==> config.mk <==
export PLATFORM = sky130hd
export DESIGN_NAME = bmc_beam_emulator
export DESIGN_NICKNAME = d
export VERILOG_FILES = /design/src/rtl/lighthouse_pkg.sv /design/src/rtl/bmc_halfbit_timer.sv /design/src/rtl/bmc_beam_emulator.sv
export SDC_FILE = /design/constraint.sdc
export NUM_CORES = 1
export LEC_CHECK = 0
export ABC_AREA = 1
export CAP_MARGIN = 5
export CORE_MARGIN = 2
export CORE_UTILIZATION = 50
export DETAILED_ROUTE_END_ITERATION = 16
export PLACE_DENSITY = 0.76
export SETUP_SLACK_MARGIN = 0.5
export SLEW_MARGIN = 20
export SYNTH_ARGS = -nofsm -noshare
export SYNTH_HDL_FRONTEND = slang
export SYNTH_HIERARCHICAL = 1
export SYNTH_SLANG_ARGS = --single-unit
==> constraint.sdc <==
create_clock -name clk_25MHz -period 2.25 [get_ports clk_25MHz]
set_clock_uncertainty 0.05 [all_clocks]
set_input_delay 0.3375 -clock clk_25MHz [delete_from_list [all_inputs] [get_ports clk_25MHz]]
set_output_delay 0.3375 -clock clk_25MHz [all_outputs]
set_load 0.01 [all_outputs]
==> src/rtl/lighthouse_pkg.sv <==
// Shared types and helpers for the lighthouse beam link.
// FSM state encoding, default geometry, and the clamped half-bit length calculation.
package lighthouse_pkg;

    localparam int DEF_WORD_WIDTH      = 17;
    localparam int DEF_HALF_BIT_CYCLES = 8;
    // Wide enough for LEAD/TAIL/half-bit loads of up to 255 cycles.
    localparam int CNT_W               = 8;

    typedef enum logic [2:0] {
        IDLE,
        LEAD,
        BIT_H1,
        BIT_H2,
        TAIL
    } bmc_state_t;

    // Half-bit length = nominal + signed deviation, computed one bit wider so that
    // negative results are seen as negative rather than wrapping; floor of one cycle.
    function automatic logic [CNT_W-1:0] halfbit_len(input logic [CNT_W-1:0] half,
                                                     input logic [3:0]       dev);
        logic signed [CNT_W:0] sum;
        sum = $signed({1'b0, half}) + $signed({{(CNT_W-3){dev[3]}}, dev});
        if (sum < $signed((CNT_W+1)'(1)))
            return CNT_W'(1);
        return sum[CNT_W-1:0];
    endfunction

endpackage

==> src/rtl/bmc_halfbit_timer.sv <==
// Loadable down-counter: strobes expire on the last cycle of a loaded interval.
// Latency: expire is high exactly len cycles after the load edge.
// Backpressure: none; a load always wins and restarts the interval.
module bmc_halfbit_timer
    import lighthouse_pkg::*;
(
    input  logic             clk,
    input  logic             rst,
    input  logic             load,
    input  logic [CNT_W-1:0] len,
    output logic             expire
);

    logic [CNT_W-1:0] cnt;

    always_ff @(posedge clk or posedge rst) begin
        if (rst)
            cnt <= '0;
        else if (load)
            cnt <= len;
        else if (cnt != '0)
            cnt <= cnt - 1'b1;
    end

    assign expire = (cnt == CNT_W'(1));

endmodule

==> src/rtl/bmc_beam_emulator.sv <==
// Beam stand-in: sends one word as a BMC burst framed by an envelope line, MSB first.
// Latency: envelope/busy rise one cycle after start is accepted; all outputs registered.
// Backpressure: start is only honoured in IDLE; requests while busy are dropped.
module bmc_beam_emulator
    import lighthouse_pkg::*;
#(
    parameter int WORD_WIDTH      = DEF_WORD_WIDTH,
    parameter int HALF_BIT_CYCLES = DEF_HALF_BIT_CYCLES,
    parameter int LEAD_CYCLES     = 16,
    parameter int TAIL_CYCLES     = 16
) (
    input  logic                  clk_25MHz,
    input  logic                  reset,
    input  logic                  start,
    input  logic [WORD_WIDTH-1:0] word,
    input  logic [3:0]            deviation,
    output logic                  envelope,
    output logic                  data,
    output logic                  busy,
    output logic                  done
);

    localparam int BC_W = $clog2(WORD_WIDTH + 1);

    bmc_state_t            state, state_nxt;
    logic [WORD_WIDTH-1:0] shreg, shreg_nxt;
    logic [BC_W-1:0]       bitcnt, bitcnt_nxt;
    logic                  env_nxt, data_nxt, busy_nxt, done_nxt;
    logic                  tmr_load, expire;
    logic [CNT_W-1:0]      tmr_len, half_len;

    // Deviation is sampled only when a half-bit is loaded, so mid-interval changes wait.
    assign half_len = halfbit_len(CNT_W'(HALF_BIT_CYCLES), deviation);

    bmc_halfbit_timer u_timer (
        .clk    (clk_25MHz),
        .rst    (reset),
        .load   (tmr_load),
        .len    (tmr_len),
        .expire (expire)
    );

    always_ff @(posedge clk_25MHz or posedge reset) begin
        if (reset)
            state <= IDLE;
        else
            state <= state_nxt;
    end

    always_comb begin
        state_nxt = state;
        case (state)
            IDLE:    if (start)  state_nxt = LEAD;
            LEAD:    if (expire) state_nxt = BIT_H1;
            BIT_H1:  if (expire) state_nxt = BIT_H2;
            BIT_H2:  if (expire) state_nxt = (bitcnt == BC_W'(1)) ? TAIL : BIT_H1;
            TAIL:    if (expire) state_nxt = IDLE;
            default: state_nxt = IDLE;
        endcase
    end

    always_comb begin
        tmr_load   = 1'b0;
        tmr_len    = half_len;
        env_nxt    = envelope;
        data_nxt   = data;
        busy_nxt   = busy;
        done_nxt   = 1'b0;
        shreg_nxt  = shreg;
        bitcnt_nxt = bitcnt;
        case (state)
            IDLE: begin
                if (start) begin
                    tmr_load   = 1'b1;
                    tmr_len    = CNT_W'(LEAD_CYCLES);
                    env_nxt    = 1'b1;
                    data_nxt   = 1'b0;
                    busy_nxt   = 1'b1;
                    shreg_nxt  = word;
                    bitcnt_nxt = BC_W'(WORD_WIDTH);
                end
            end
            LEAD: begin
                if (expire) begin
                    tmr_load = 1'b1;
                    data_nxt = ~data;
                end
            end
            BIT_H1: begin
                if (expire) begin
                    tmr_load = 1'b1;
                    data_nxt = data ^ shreg[WORD_WIDTH-1];
                end
            end
            BIT_H2: begin
                if (expire) begin
                    tmr_load   = 1'b1;
                    data_nxt   = ~data;
                    shreg_nxt  = shreg << 1;
                    bitcnt_nxt = bitcnt - BC_W'(1);
                    if (bitcnt == BC_W'(1))
                        tmr_len = CNT_W'(TAIL_CYCLES);
                end
            end
            TAIL: begin
                // Line may be left high after the last boundary; drop it with the envelope.
                if (expire) begin
                    env_nxt  = 1'b0;
                    data_nxt = 1'b0;
                    busy_nxt = 1'b0;
                    done_nxt = 1'b1;
                end
            end
            default: begin
                env_nxt  = 1'b0;
                data_nxt = 1'b0;
                busy_nxt = 1'b0;
            end
        endcase
    end

    always_ff @(posedge clk_25MHz or posedge reset) begin
        if (reset) begin
            envelope <= 1'b0;
            data     <= 1'b0;
            busy     <= 1'b0;
            done     <= 1'b0;
            shreg    <= '0;
            bitcnt   <= '0;
        end else begin
            envelope <= env_nxt;
            data     <= data_nxt;
            busy     <= busy_nxt;
            done     <= done_nxt;
            shreg    <= shreg_nxt;
            bitcnt   <= bitcnt_nxt;
        end
    end

endmodule

==> run_results.csv <==
group,metric,value,unit
run_status,status,"complete, no violations",
grt,grt_start_max_net_pins,38,
yosys,yosysUniqueCellTypes,31,
job,drv_cap,0,
timing,setup_viol,0,
yosys,synth_warnings,6,
route,drc,0,
floorplanning,fp.coreArea,4354,um^2
pwr,power.density,1201,nW/um^2
final_layout,final_layout_size_suffix_gt1_frac,0.2733,
floorplanning,rows,24,
grt,antenna_found_initial,0,
final_layout,n_antenna_cell,0,
pwr,vdd_drop_max,0.5780,mV
pwr,leakage,1.436,nW
clock_tree,postCtsHoldBufs,0,
setup_path,arrival,1.94,ns
final_layout,fin_nets,373,
setup_path,reg2reg_slack,0.47,ns
setup_path,path_class,"flop to flop",
floorplanning,die_y,71.23,um
route,drtPass1Iterations,4,
place,routabilityCongestion,0.9597,
setup_path,critPathRequiredTime,2.41,ns
route,drtIter0Drc,187,
timing,timing.setup.tns,0,ns
clock_tree,numCtsBuffers,5,
floorplanning,die_x,71.23,um
clock_tree,root_buffer,"clkbuf_8",
timing,fmax,561.9,MHz
final_layout,multiInputGateArea,1222,um^2
pwr,p_total,3.491,mW
route,via_per_inst,5.071,
route,ant_nets,0,
place,dp_hpwl,3.096,mm
floorplanning,io_pins,28,
yosys,seq_area_frac_synth,0.3987,
final_layout,syn2layout_area_growth,28.57,%
yosys,syn_avg_cell_area,7.792,um^2
route,via_count,2008,
timing,timing.final.max_slew_violations,0,
setup_path,cp_max_fo,5,
yosys,syn_area,2260,um^2
grt,overflow,0,
yosys,synth.area.top_cells,"dfrtp_1 40%, nand2_1 11%, o21ai_2 6.6%",
clock_tree,cts_tree,"built",
timing,period_needed,1.780,ns
clock_tree,clkTransAtPathRegs,0.07,ns
clock_tree,clock_sink_count,36,
final_layout,final_cell_mix,"67 x nand2_1, 37 x inv_1, 31 x dfrtp_1",
floorplanning,initial_core_util,0.5190,
final_layout,final_common_cell,"nand2_1",
clock_tree,clockBufferDepth,2,
grt,grt_pass1_wl,7.866,mm
yosys,synth_cells,290,
place,port-buffer-count,27,
yosys,yosysTopAreaCellShare,0.3987,
setup_path,critPathLaunchType,"flop",
timing,period_share,0.7910,
clock_tree,htreeDepth,2,
final_layout,fillers,371,
grt,gr-usage-all-layers,0.1946,
floorplanning,die_area,5073,um^2
yosys,synth_area_leader_cell,"dfrtp_1",
final_layout,seqCellArea,907.1,um^2
final_layout,final_core_util,0.6672,
route,drt_wl_total,5.108,mm
grt,grt_pass1_vias,1831,
setup_path,crit_path_end_kind,"flop",
timing,finalHoldViolCount,0,
route,wl_per_cell,12.90,um
timing,grt_setup_unrepaired,"yes",
worst_hold_path,min_path_type,"input pin to asynchronous set/reset pin",
clock_tree,clk_latency,0.28,ns
yosys,ys_ff_latch,36,
layout make-up:
class                      count  area share
multi-input combinational    206      0.4208
sequential                    36      0.3122
timing repair buffer          52      0.1589
inverter                      43     0.05900
clock buffer                   6     0.02498
tap                           52     0.02239
clock inverter                 1    0.001723
metrics by stage:
step                std cells  hold slack (ns)  setup slack [ns]  cell area (um^2)
finish                    396           0.2887            0.4703              2905
detailed placement        365           0.4576            0.3247              2549
CTS                       381           0.2924            0.5031              2704
global route              396           0.3194            0.3689              2905
floorplan                 292           0.1032            0.5318              2286
global placement          365           0.4502            0.3873              2549
registers in the layout (all words and copies together) (netlist names):
signal / flops
busy: 1
data: 1
u_timer/cnt: 8
state: 3
shreg: 17
done: 1
bitcnt: 5
power by group:
group          switching [mW]  internal [mW]
clock network           0.219          0.210
logic                    1.07          0.821
registers               0.212          0.957
total                    1.50           1.99
metal layers:
layer | wire length (um) | global-route usage | share of wire | vias up
met5 | 0 | 0 | 0 | -
met4 | 137 | 0.06918 | 0.027 | 0
met3 | 151 | 0.04360 | 0.030 | 16
met2 | 2587 | 0.3169 | 0.51 | 41
met1 | 2231 | 0.2567 | 0.44 | 933
li1 | - | - | - | 1018
synthesized netlist by cell type, drive strengths merged:
library cell and count:
nor3 2, xnor2 2, nand3 22, o21ai 45, or2 1, xor2 1
buf 8, nor2 35, nand2 82, conb 1, inv 43, a21oi 4
a211oi 1, ha 5, nand4 1, a31oi 1, dfrtp 36
kinds of logic after synthesis:
logic type                 share of synthesized area
adders and majority gates                    0.02769
DFF                                           0.3987
other                                       0.001660
buffers and inverters                         0.1113
AOI/OAI and AO/OA                             0.1501
and+or+nand+nor                               0.2990
xor gates and xnor gates                     0.01163
critical path: stages, from the launching register on:
cell and delay [ns]:
dfrtp_1 0.40, inv_2 0.09, ha_4 0.14, nand2_4 0.04, nor2_4 0.15, inv_4 0.05
o21ai_4 0.23, nor2_1 0.09, nand4_1 0.17, buf_4 0.16, nand2_1 0.05, o21ai_1 0.07
final timing paths:
kind                           startpoint        endpoint  cells past startpoint
hold / removal                      reset  u_timer/cnt[4]                      2
max in group asynchronous           reset        state[1]                      3
setup reg to reg           u_timer/cnt[1]  u_timer/cnt[1]                     11
hold reg to reg                  state[1]        state[1]                      2
setup / recovery           u_timer/cnt[1]  u_timer/cnt[1]                     11
min in group clk_25MHz           state[1]        state[1]                      2
timing repair:
item,4_1_cts,5_1_grt
pin swaps,5,16
endpoints found under the setup margin,8,10
setup buffers,9,14
gates resized for setup,4,27
cloned,0,1
(Power assumes the default switching activity.)
